===== src/rtl/pattern_detector_pkg.sv =====
// Shared types, constants and helpers for the serial pattern detector.
// Holds the match mode enum, length-width helper and reset configuration.
package pattern_detector_pkg;

  typedef enum logic [1:0] {
    MODE_OVERLAP = 2'b00,
    MODE_RESTART = 2'b01,
    MODE_ONESHOT = 2'b10
  } match_mode_t;

  localparam int          RST_LEN  = 5;
  localparam match_mode_t RST_MODE = MODE_RESTART;

  function automatic int len_w(input int max_len);
    return $clog2(max_len + 1);
  endfunction

  // The unused encoding 2'b11 behaves like restart.
  function automatic match_mode_t to_mode(input logic [1:0] m);
    match_mode_t r;
    unique case (m)
      2'b00:   r = MODE_OVERLAP;
      2'b10:   r = MODE_ONESHOT;
      default: r = MODE_RESTART;
    endcase
    return r;
  endfunction

endpackage


===== src/rtl/pattern_detector_sat_counter.sv =====
// Saturating up-counter with synchronous reset and clear.
// Ports: clk, rst, clr, inc, count[W-1:0].
module sat_counter #(
  parameter int W = 8
) (
  input  logic         clk,
  input  logic         rst,
  input  logic         clr,
  input  logic         inc,
  output logic [W-1:0] count
);

  always_ff @(posedge clk) begin
    if (rst || clr) begin
      count <= '0;
    end else if (inc && (count != {W{1'b1}})) begin
      count <= count + W'(1);
    end
  end

endmodule


===== src/rtl/pattern_detector.sv =====
// Programmable serial bit-pattern detector with overlap/restart/one-shot modes.
// Ports: clk, rst, cfg_we/pattern/len/mode, in_valid, in_bit -> match, armed, match_count, cfg_err.
module pattern_detector
  import pattern_detector_pkg::*;
#(
  parameter  int MAX_LEN = 16,
  parameter  int CNT_W   = 8,
  localparam int LEN_W   = len_w(MAX_LEN)
) (
  input  logic               clk,
  input  logic               rst,
  input  logic               cfg_we,
  input  logic [MAX_LEN-1:0] cfg_pattern,
  input  logic [LEN_W-1:0]   cfg_len,
  input  logic [1:0]         cfg_mode,
  input  logic               in_valid,
  input  logic               in_bit,
  output logic               match,
  output logic               armed,
  output logic [CNT_W-1:0]   match_count,
  output logic               cfg_err
);

  localparam logic [LEN_W-1:0] MAXL = LEN_W'(MAX_LEN);

  logic [MAX_LEN-1:0] hist, hist_d, hist_nx;
  logic [MAX_LEN-1:0] pattern, pattern_d;
  logic [MAX_LEN-1:0] mask, ones;
  logic [LEN_W-1:0]   fill, fill_d, fill_nx;
  logic [LEN_W-1:0]   len, len_d;
  match_mode_t        mode, mode_d;
  logic               armed_d, match_d, err_d;
  logic               cfg_ok, cfg_bad, accept, hit;

  // Oldest history bit shifts out and never takes part in a compare.
  logic unused_msb;
  assign unused_msb = hist[MAX_LEN-1];

  assign cfg_ok  = cfg_we && (cfg_len != '0) && (cfg_len <= MAXL);
  assign cfg_bad = cfg_we && !cfg_ok;
  assign accept  = in_valid && armed && !cfg_we;

  assign hist_nx = {hist[MAX_LEN-2:0], in_bit};
  assign fill_nx = (fill == MAXL) ? fill : fill + LEN_W'(1);

  // Equivalent to (1 << len) - 1, but also correct for len == MAX_LEN.
  assign ones = '1;
  assign mask = ~(ones << len);

  assign hit = accept && (fill_nx >= len) &&
               (((hist_nx ^ pattern) & mask) == '0);

  always_comb begin
    hist_d    = hist;
    pattern_d = pattern;
    len_d     = len;
    mode_d    = mode;
    fill_d    = fill;
    armed_d   = armed;
    match_d   = 1'b0;
    err_d     = 1'b0;
    unique case (1'b1)
      cfg_ok: begin
        pattern_d = cfg_pattern;
        len_d     = cfg_len;
        mode_d    = to_mode(cfg_mode);
        fill_d    = '0;
        armed_d   = 1'b1;
      end
      cfg_bad: begin
        err_d = 1'b1;
      end
      accept: begin
        hist_d  = hist_nx;
        fill_d  = fill_nx;
        match_d = hit;
        if (hit) begin
          unique case (mode)
            MODE_OVERLAP: ;
            MODE_ONESHOT: begin
              fill_d  = '0;
              armed_d = 1'b0;
            end
            default: fill_d = '0;
          endcase
        end
      end
      default: ;
    endcase
  end

  always_ff @(posedge clk) begin
    if (rst) begin
      hist    <= '0;
      pattern <= '1;
      len     <= LEN_W'(RST_LEN);
      mode    <= RST_MODE;
      fill    <= '0;
      armed   <= 1'b1;
      match   <= 1'b0;
      cfg_err <= 1'b0;
    end else begin
      hist    <= hist_d;
      pattern <= pattern_d;
      len     <= len_d;
      mode    <= mode_d;
      fill    <= fill_d;
      armed   <= armed_d;
      match   <= match_d;
      cfg_err <= err_d;
    end
  end

  sat_counter #(
    .W(CNT_W)
  ) u_cnt (
    .clk  (clk),
    .rst  (rst),
    .clr  (cfg_ok),
    .inc  (hit),
    .count(match_count)
  );

endmodule


===== config.mk =====
export PLATFORM = sky130hd
export DESIGN_NAME = pattern_detector
export DESIGN_NICKNAME = d
export VERILOG_FILES = /design/src/rtl/pattern_detector_pkg.sv /design/src/rtl/pattern_detector_sat_counter.sv /design/src/rtl/pattern_detector.sv
export SDC_FILE = /design/constraint.sdc
export NUM_CORES = 1
export LEC_CHECK = 0
export BUFFER_PORTS_ARGS = -buffer_cell sky130_fd_sc_hd__buf_2
export CAP_MARGIN = 20
export CELL_PAD_IN_SITES_DETAIL_PLACEMENT = 2
export CELL_PAD_IN_SITES_GLOBAL_PLACEMENT = 2
export CORE_MARGIN = 4
export CORE_UTILIZATION = 30
export DETAILED_ROUTE_END_ITERATION = 10
export GPL_TIMING_DRIVEN = 0
export PLACE_DENSITY_LB_ADDON = 0.1
export SLEW_MARGIN = 20
export SYNTH_ARGS = -nofsm -noshare
export SYNTH_HDL_FRONTEND = slang
export SYNTH_SLANG_ARGS = --single-unit

===== constraint.sdc =====
create_clock -name clk -period 3.1 [get_ports clk]
set_input_delay 0 -clock clk [delete_from_list [all_inputs] [get_ports clk]]
set_output_delay 0 -clock clk [all_outputs]
set_load 0.01 [all_outputs]

; ---- After elaboration in Yosys (flattened, before gate mapping)
; Cells that the tools add are included.
[totals]
word_cells = 51
out_inout_bits = 11
reg_bits = 54
in_bits = 28
[classes]
add_sub_neg = 2
n_eq_ne = 6
muxes = 9
reduce_logical = 18
order_cmp = 2
bitwise = 4
n_shift = 1
[op_table]
columns = operator, n
row1 = bitwise AND 16 bit, 1
row2 = zero test 16 bit, 1
row3 = inverter 16 bit, 1
row4 = "left shift 16 x 5 -> 16 bit, first input constant", 1
row5 = bitwise XOR 16 bit, 1
row6 = two-way mux 5 bit, 3
row7 = case mux 5 bit (2 select lines), 1
row8 = "adder 8 x 1 -> 8 bit, second input constant", 1
row9 = logical AND 1 bit, 8
row10 = "inequality test 8 bit, second input constant", 1
row11 = "adder 5 x 1 -> 5 bit, second input constant", 1
row12 = "equality test 5 bit, second input constant", 1
row13 = greater-or-equal comparator 5 bit, 1
row14 = "<= comparator 5 bit, second input constant", 1
row15 = nonzero test 5 bit, 1
row16 = "equality test 2 bit, second input constant", 2
row17 = zero test 2 bit, 2
row18 = "inequality test 2 x 1 -> 1 bit, second input constant", 2
row19 = case mux 2 bit (2 select lines), 1
row20 = two-way mux 1 bit, 3
row21 = AND reduction 3 bit, 1
row22 = zero test 1 bit, 2
row23 = case mux 1 bit (2 select lines), 1
row24 = nonzero test 2 bit, 1
row25 = 3 further kinds, 3

; ---- Logic depth before layout (Yosys ltp)
; Gate-level depths: netlist of the first run.
[depth]
word_depth = 7
ltp_mapped = 14
mapped_depth_nobuf = 13

; ---- By module
; From an unflattened synthesis of the first run, not the netlist that was laid out.
[unflattened]
cells_unflattened = 334
hier_area_um2 = 2683.8
[modules_own_cells]
columns = module, area_each_um2, n_inst, cells_per_inst, seq_area_each_um2
row1 = pattern_detector, 2262.2, 1, 286, 920.9
row2 = sat_counter, 421.7, 1, 48, 160.2

; ---- Worst setup path after synthesis of the first run
; No wires, ideal clock.
[synth_timing]
path_kind = reg2reg
start = register fill[0]
end = register u_cnt.count[7]
arrival_time_ns = 2.922
setup_time_ns = 0.072
synth_period_minus_slack_ns = 2.994
path_buffers = 1
slack_ns = 0.106
stages_incl_launch_ff = 14
path_cell_list = dfxtp_1 inv_1 ha_1 nand2_1 nor3_1 mux2_2 ha_1 a21o_1 a211o_1 a21oi_1 or3_4 buf_2 nor4_2 mux2i_1
[synth_via]
elab_chain_len = 6
[synth_rtl]
columns = element, line
row1 = from (decl), pattern_detector.sv:29  ; logic [LEN_W-1:0] fill, fill_d, fill_nx;
row2 = from (signal assigned), pattern_detector.sv:107  ; fill <= fill_d;
row3 = adder 5 x 1 -> 5 bit or equality test 5 bit (tied branches), pattern_detector.sv:44  ; assign fill_nx = (fill == MAXL) ? fill : fill + LEN_W'(1);
row4 = two-way mux 5 bit (*), pattern_detector.sv:44
row5 = greater-or-equal comparator 5 bit (*), pattern_detector.sv:50  ; assign hit = accept && (fill_nx >= len) &&
row6 = logical AND 1 bit (*) (2 in a row), pattern_detector.sv:50
row7 = logical AND 1 bit (*), pattern_detector_sat_counter.sv:16  ; end else if (inc && (count != {W{1'b1}})) begin
row8 = to (signal assigned), pattern_detector_sat_counter.sv:17  ; count <= count + W'(1);
row9 = to (decl), pattern_detector_sat_counter.sv:10  ; output logic [W-1:0] count
; Mark *: on every way between the ends. The rest lies on a longest branch, timed or not.
; A chain may end at the register's enable or synchronous reset.

; ---- Worst setup path after layout of the first run
[layout_timing]
start = register fill[0]
end = register u_cnt.count[3]
; Same word-level chain as after synthesis.

==> metrics.cfg, run 1 <==
[sta]
tightest_slew_ns=0.6771
skew_ns=0.003952
tns_ns=0
fin_crit_ns=2.970
rsz0062_at_grt=no
fmax_mhz=336.7
setup_viol_count_final=0
relSlewSlack_pct=54.69
slew_violations=0
period_share_pct=95.80
layout_setup_ws_ns=0.1302
hold_viol=0

[outcome]
status=complete, no violations

[floorplan]
initial_core_util_pct=31.45
row_count=33
coreArea_mm2=0.008382
dieArea_mm2=0.01035
die_w_um=101.7
io-pin-count=39
die_h_um=101.7

[final_layout]
drive_gt1_share_pct=15.66
final_area_mm2=0.003346
fillers=988
area_growth_pct=26.91
diodes=0
final_nets=432
fin_util_pct=39.92

[worst_setup_path]
worstSetupPathType=reg2reg
crit_path_start_kind=flop
required_ns=3.35
critPathBufInv=2
path_max_fanout=5
r2r-end=u_cnt.count[3]$_SDFFE_PP0P_
end_kind=flop
reg2reg_setup_slack_ns=0.13
critPathTopFamily=simple AND/OR/NAND/NOR gates
cp_slowest_cell=or4_1
path_cells=inv_4 > ha_1 > nand2_1 > nor3_4 > buf_4 > xnor2_1 > ha_1 > nand2b_1 > a21o_1 > a211o_1 > a21oi_1 > or3_4 > or4_1 > a21oi_1
timing.rr.start=fill[0]$_SDFFE_PP0P_
cpPeakStageDelay_ns=0.53
worstPathArrival_ns=3.22
r2r_cells=14

[power_and_ir_drop]
net-switching-power_w=0.0003696
clkPwrFrac_pct=29.9
internal_power_w=0.0009639
max-vdd-ir-drop_v=0.0001759
power_w=0.001333
sequentialPowerShare_pct=55.3
p_sw_share_pct=27.72
power_leakage_nw=1.357
comb_power_share_pct=14.8
power_density_mw_per_mm2=398.6

[clock_network]
cts.htree.levels=2
path_clk_slew_ns=0.10
root_buffer=clkbuf_8
clk_path_buf_depth=2
cts_tree=done
clock-sinks=54
numCtsBuffers=5
insertion_delay_ns=0.32

[min_path]
whs_path_depth=3
min_from=rst
hp-class=in2reg
whs_endpoint=u_cnt.count[5]$_SDFFE_PP0P_

[logic_synthesis]
synth_area_mm2=0.002636
ys_seq_area_share_pct=41.01
ys.flop_type=dfxtp_1
syn_avg_cell_area_um2=8.137
synthArstFlopShare_pct=0
synth_edf_count=0
synth_nets=360
netlist_instances=324
ys_warn_count=0
ys_ff_latch=54
synth.distinct_cells=45

[placement]
detailed_place_hpwl_mm=6.034
place_area_mm2=0.002958
place_congestion=0.7432
portBuffers=38
dp_slack_ns=-0.3721

[route]
drc=0
drt_pass1_iterations=5
drt_wl_total_mm=8.218
drtIter0Drc=51
vias=2549
viasPerCell=5.088
route.detailed.wl_per_inst_um=16.40
ant_nets=0

[global_routing]
grt_util_all_layers_pct=17.18
overflow=0
grt_pass1_vias=2799
antenna_found_initial=0
grt_pass1_wl_mm=13.94
grt_start_max_net_pins=16

[job]
maxCapViolCount=0

worst max path at each step:
stage | slack, ns | to | startpoint | cells after the start
after floorplan | 0.11 | u_cnt.count[7]$_SDFFE_PP0P_ | fill[0]$_SDFFE_PP0P_ | 13
after CTS | 0.00009 | u_cnt.count[3]$_SDFFE_PP0P_ | fill[0]$_SDFFE_PP0P_ | 12
after detailed placement | -0.37 | u_cnt.count[7]$_SDFFE_PP0P_ | fill[0]$_SDFFE_PP0P_ | 13
after global routing | 0.00007 | u_cnt.count[3]$_SDFFE_PP0P_ | fill[0]$_SDFFE_PP0P_ | 14
final | 0.13 | u_cnt.count[3]$_SDFFE_PP0P_ | fill[0]$_SDFFE_PP0P_ | 14
after global placement | -0.39 | u_cnt.count[7]$_SDFFE_PP0P_ | fill[0]$_SDFFE_PP0P_ | 13
state kept, by name (all words and copies together), names as in the netlist:
signal	count
match	1
hist	15
u_cnt.count	8
len	5
cfg_err	1
pattern	16
mode	2
fill	5
armed	1
per-layer routing:
metal  vias up  part of all wire [%]  track usage (%)
met1      1249                    44            21.01
li1       1260                     -                -
met2        27                    52            30.73
met3        13                   2.2            2.342
met4         0                   1.9            5.930
met5         -                     0                0
cell usage after synthesis, types with 2 or more instances:
cell / count / area, um^2
xor2_1: 14 / 122.6
dfxtp_1: 54 / 1081
inv_1: 7 / 26.28
or3_1: 6 / 37.54
nand3_1: 9 / 45.04
ha_1: 8 / 100.1
clkbuf_1: 14 / 52.55
o22ai_1: 3 / 18.77
or4_1: 3 / 22.52
a31oi_1: 2 / 12.51
o21ai_0: 4 / 20.02
a22o_1: 4 / 35.03
a21o_1: 4 / 30.03
nand2_1: 83 / 311.6
buf_6: 2 / 22.52
nor3_1: 3 / 15.01
o21a_1: 2 / 15.01
nand2b_1: 2 / 12.51
nor2_1: 12 / 45.04
and3_1: 3 / 18.77
a211o_1: 3 / 26.28
o31ai_1: 3 / 22.52
nand3b_1: 20 / 150.1
mux2i_1: 2 / 20.02
a21oi_1: 31 / 155.2
nor4_1: 2 / 12.51
xnor2_1: 6 / 52.55
area by class of cell:
class,instances,area [um^2],area share [%]
Multi-Input combinational cell,245,1478,44.17
Sequential cell,54,1084,32.39
Timing Repair Buffer,65,455.4,13.61
Tap cell,105,131.4,3.927
Buffer,18,90.09,2.693
Clock buffer,5,68.82,2.057
Inverter,7,28.78,0.8601
Clock inverter,2,10.01,0.2992
timing repair:
action / CTS / global route
endpoints found under the hold margin: 25 / 0
setup buffers: 2 / 0
setup endpoints to repair: 14 / 9
pin swaps: 1 / 2
resized for setup: 6 / 7
hold buffers: 25 / 0
logic make-up (layout without fill, tap and decap cells):
group,count (synthesis),after routing,share of synthesized area (%)
DFF,54,54,41.01
and+or+nand+nor,151,151,28.05
adders and majority gates,9,9,4.177
xor gates and xnor gates,20,20,6.645
buffers and inverters,25,97,4.176
muxes,3,3,1.187
AOI/OAI and AO/OA,62,62,14.76
metrics by stage:
step,hold WS (ns),std cells
finish,0.07864,501
global route,0.1101,501
CTS,0.08141,501
detailed placement,0.2179,467
global placement,0.2109,467
floorplan,0.1178,324
cells in the final DEF (no fill, tap or decap), types with 2 or more instances in the layout:
master	netlist	final
a22o_1	4	4
o22ai_1	3	3
dfxtp_1	54	52
xnor2_1	6	6
inv_1	7	6
a21o_1	4	4
o21ai_0	4	4
nor2_1	12	12
xor2_1	14	14
dfxtp_2	0	2
o31ai_1	3	3
buf_6	2	3
nand2_1	83	83
or4_1	3	2
nand3b_1	20	20
a21oi_1	31	30
nor4_1	2	2
a31oi_1	2	2
clkbuf_1	14	14
buf_2	1	38
clkbuf_8	0	5
and3_1	3	3
nand2b_1	2	2
nand3_1	9	9
clkinv_2	0	2
mux2i_1	2	2
ha_1	8	8
dlygate4sd3_1	0	25
buf_4	0	2
a211o_1	3	3
nor3_1	3	2
or3_1	6	6
tightest hold or removal path, stage by stage:
cell and delay [ns]:
buf_2 0.16, or3_1 0.13, mux2i_1 0.06
power by group through the flow:
stage	Clock [W]	Sequential (W)	Combinational (W)
floorplan	0	0.000747	0.000113
global placement	0	0.000753	0.000170
detailed placement	0	0.000754	0.000174
CTS	0.000418	0.000738	0.000200
global route	0.000434	0.000741	0.000227
finish	0.000398	0.000737	0.000198
(Power assumes the default switching activity.)
==> inputs of run 2 (changes only) <==
--- a/config.mk
+++ b/config.mk
@@ -10,11 +10,12 @@
 export CELL_PAD_IN_SITES_DETAIL_PLACEMENT = 2
 export CELL_PAD_IN_SITES_GLOBAL_PLACEMENT = 2
 export CORE_MARGIN = 4
-export CORE_UTILIZATION = 30
+export CORE_UTILIZATION = 33
 export DETAILED_ROUTE_END_ITERATION = 10
 export GPL_TIMING_DRIVEN = 0
 export PLACE_DENSITY_LB_ADDON = 0.1
 export SLEW_MARGIN = 20
 export SYNTH_ARGS = -nofsm -noshare
 export SYNTH_HDL_FRONTEND = slang
+export SYNTH_HIERARCHICAL = 1
 export SYNTH_SLANG_ARGS = --single-unit
==> constraint.sdc (replaced) <==
create_clock -name clk -period 2.99 [get_ports clk]
set_input_delay 0 -clock clk [delete_from_list [all_inputs] [get_ports clk]]
set_output_delay 0 -clock clk [all_outputs]
set_load 0.01 [all_outputs]
==> run 2 against run 1 <==
Compared with the run above:
- cell count grew 1.4%
- clock-buffer cell count is the same
- worst hold slack lost 0.055 ns
- register-to-register slack gained 0.08 ns
- fmax grew 6.7%
- non-clock buffer count shrank 1
- critical path depth is the same
- die area shrank 6.9%
- combinational power grew 9%
- worst setup slack gained 0.077 ns
- utilization grew 3.2 points
- sequential share of layout area shrank 0.24 points
==> metrics.cfg, run 2 <==
[logic_synthesis]
synth-compound-area-share_pct=13.99
synthTopCellsByArea=dfxtp_1, nand2_1, xnor2_1
netlist_instances=334
synthMuxAreaShare_pct=1.865
synth_fa_ha_area_share_pct=3.730
ys_ff_latch=54
yosys.area.top_type=dfxtp_1
synth_area_mm2=0.002684
ys_warn_count=6
ys_seq_area_share_pct=40.28
ys_top_cells_by_count=nand2_1, dfxtp_1, a21oi_1
synthXorXnorAreaFrac_pct=6.527
synth-simple-area-share_pct=29.18
synth_top_family_by_area=simple AND/OR/NAND/NOR gates
ys.flop_type=dfxtp_1
syn_avg_cell_area_um2=8.035
synth.distinct_cells=45
synth_top_area_share_pct=40.28
synth_nets=370
synth_most_common_cell=nand2_1
synthArstFlopShare_pct=0
synth_edf_count=0

[clock_network]
insertion_delay_ns=0.31
cts_tree=done
cts.htree.levels=2
path_clk_slew_ns=0.11
numCtsBuffers=5
clk_path_buf_depth=2
root_buffer=clkbuf_8
clock-sinks=54

[worst_setup_path]
worstPathArrival_ns=3.00
path_max_fanout=5
end_kind=flop
required_ns=3.21
critPathTopFamily=simple AND/OR/NAND/NOR gates
cp_slowest_cell=or4_1
timing.rr.start=fill[0]$_SDFFE_PP0P_
cp-startpoint=fill[0]$_SDFFE_PP0P_
cpPeakStageDelay_ns=0.41
crit_path_start_kind=flop
path_cells=inv_1 > ha_1 > nand3b_1 > nor2_1 > xnor2_1 > ha_1 > nor2b_1 > o21ai_0 > nand3_1 > o2bb2ai_2 > nor2_4 > nand3_1 > or4_1 > and3_1
worstSetupPathType=reg2reg
critPathBufInv=1

[route]
vias=2631
drtIter0Drc=76
drc=0
route.detailed.wl_per_inst_um=16.74
routed.top_layer=met4
met3_length_um=196
wl_met2_mm=4.281
viasPerCell=5.179
drt_wl_total_mm=8.502
ant_nets=0
drt_pass1_iterations=4
wl_met1_mm=3.919

[floorplan]
dieArea_mm2=0.009639
row_count=32
die_w_um=98.18
coreArea_mm2=0.007807
io-pin-count=39
die_h_um=98.18
initial_core_util_pct=34.38

[placement]
place_congestion=0.7846
portBuffers=38
place_area_mm2=0.003002
detailed_place_hpwl_mm=5.981

[sta]
skew_ns=0.009574
period_share_pct=93.09
relSlewSlack_pct=57.64
tightest_slew_ns=0.6355
rsz0062_at_grt=no
slew_violations=0
fmax_mhz=359.3
fin_crit_ns=2.783
timing.hold.ws_ns=0.02411
hold_viol=0
setup_viol_count_final=0

[global_routing]
grt_pass1_vias=2836
antenna_found_initial=0
overflow=0
grt_start_max_net_pins=19
grt_util_all_layers_pct=18.06
grt_pass1_wl_mm=14.17

[power_and_ir_drop]
comb_power_share_pct=15.3
p_sw_share_pct=28.62
sequentialPowerShare_pct=53.9
max-vdd-ir-drop_v=0.0001794
power_leakage_nw=1.314
power_density_mw_per_mm2=419.1
internal_power_w=0.001007
clkPwrFrac_pct=30.8
net-switching-power_w=0.0004038

[outcome]
status=complete, no violations

[final_layout]
multi_input_area_mm2=0.001498
final_nets=441
final_common_cell=nand2_1
drive_gt1_share_pct=17.24
layout_common_cells=nand2_1, dfxtp_1, buf_2
regMostFlops=pattern
fillers=934
diodes=0
area_growth_pct=25.45
final_area_mm2=0.003367
reg_top3=pattern (16), hist (15), u_cnt/count (8)
ff_latch_area_mm2=0.001082
largest_reg_flops=16

[min_path]
min_from=cfg_we
hp-class=in2reg

[job]
maxCapViolCount=0

## run 2: worst register-to-register path, delay by kind of cell, from the launching register on
family          cells  cell delay, ns
flops               1            0.37
simple gates        8            1.24
compound gates      2            0.38
xor+xnor            1            0.16
buf+inv             1            0.07
fa+ha+maj           2            0.48
## run 2: path summary, 6_finish.rpt
check                           slack (ns)                     endpoint  cells after the start
worst max-delay path                  0.21  u_cnt/count[6]$_SDFFE_PP0P_                     14
worst min-delay path                  0.02           cfg_err$_SDFF_PP0_                      3
worst max register to register        0.21  u_cnt/count[6]$_SDFFE_PP0P_                     14
worst min register to register        0.48        hist[14]$_SDFFE_PP0P_                      2
## run 2: cell type report
cell class | count | share of cell area, %
multi-input combinational | 253 | 44.48
sequential | 54 | 32.14
timing repair buffer | 64 | 13.30
tap | 102 | 3.790
buffer | 18 | 2.527
clock buffer | 5 | 2.044
inverter | 9 | 1.003
clock inverter | 3 | 0.7061
## run 2: cell families (layout without fill, tap and decap cells)
| group | Yosys count | in the layout |
|---|---|---|
| fa+ha+maj | 8 | 8 |
| xor+xnor | 20 | 20 |
| buf+inv | 27 | 99 |
| mux | 5 | 5 |
| compound gates | 64 | 64 |
| simple gates | 156 | 156 |
| flops | 54 | 54 |
## run 2: repair_timing
item                                    CTS  global route
endpoints found under the hold margin    25             0
pin swaps                                 0             1
endpoints found under the setup margin    2             4
resized for setup                         1             4
buffers inserted                          0             1
hold buffers                             25             0
## run 2: power by group through the flow
stage	logic, W	clock network (W)	registers, W
2_1_floorplan	0.000122	0	0.000773
3_3_place_gp	0.000183	0	0.000776
3_5_place_dp	0.000189	0	0.000777
4_1_cts	0.000216	0.000454	0.000761
5_1_grt	0.000243	0.000478	0.000765
6_report	0.000216	0.000434	0.000761
## run 2: layer usage
layer	GRT usage (%)	vias up
met1	22.72	1305
li1	-	1282
met4	3.992	0
met5	0	-
met3	2.786	8
met2	32.51	36
## run 2: per-stage QoR
step,std cells,total power [W],TNS [ns],utilization (%),setup WS [ns]
CTS,507,0.001431,0,42.87,0.002468
global route,508,0.001487,0,43.13,0.01333
global placement,474,0.0009588,-0.08274,38.45,-0.05077
finish,508,0.001411,0,43.13,0.2067
detailed placement,474,0.0009659,-0.1240,38.45,-0.06836
floorplan,334,0.0008951,0,-,0.3558
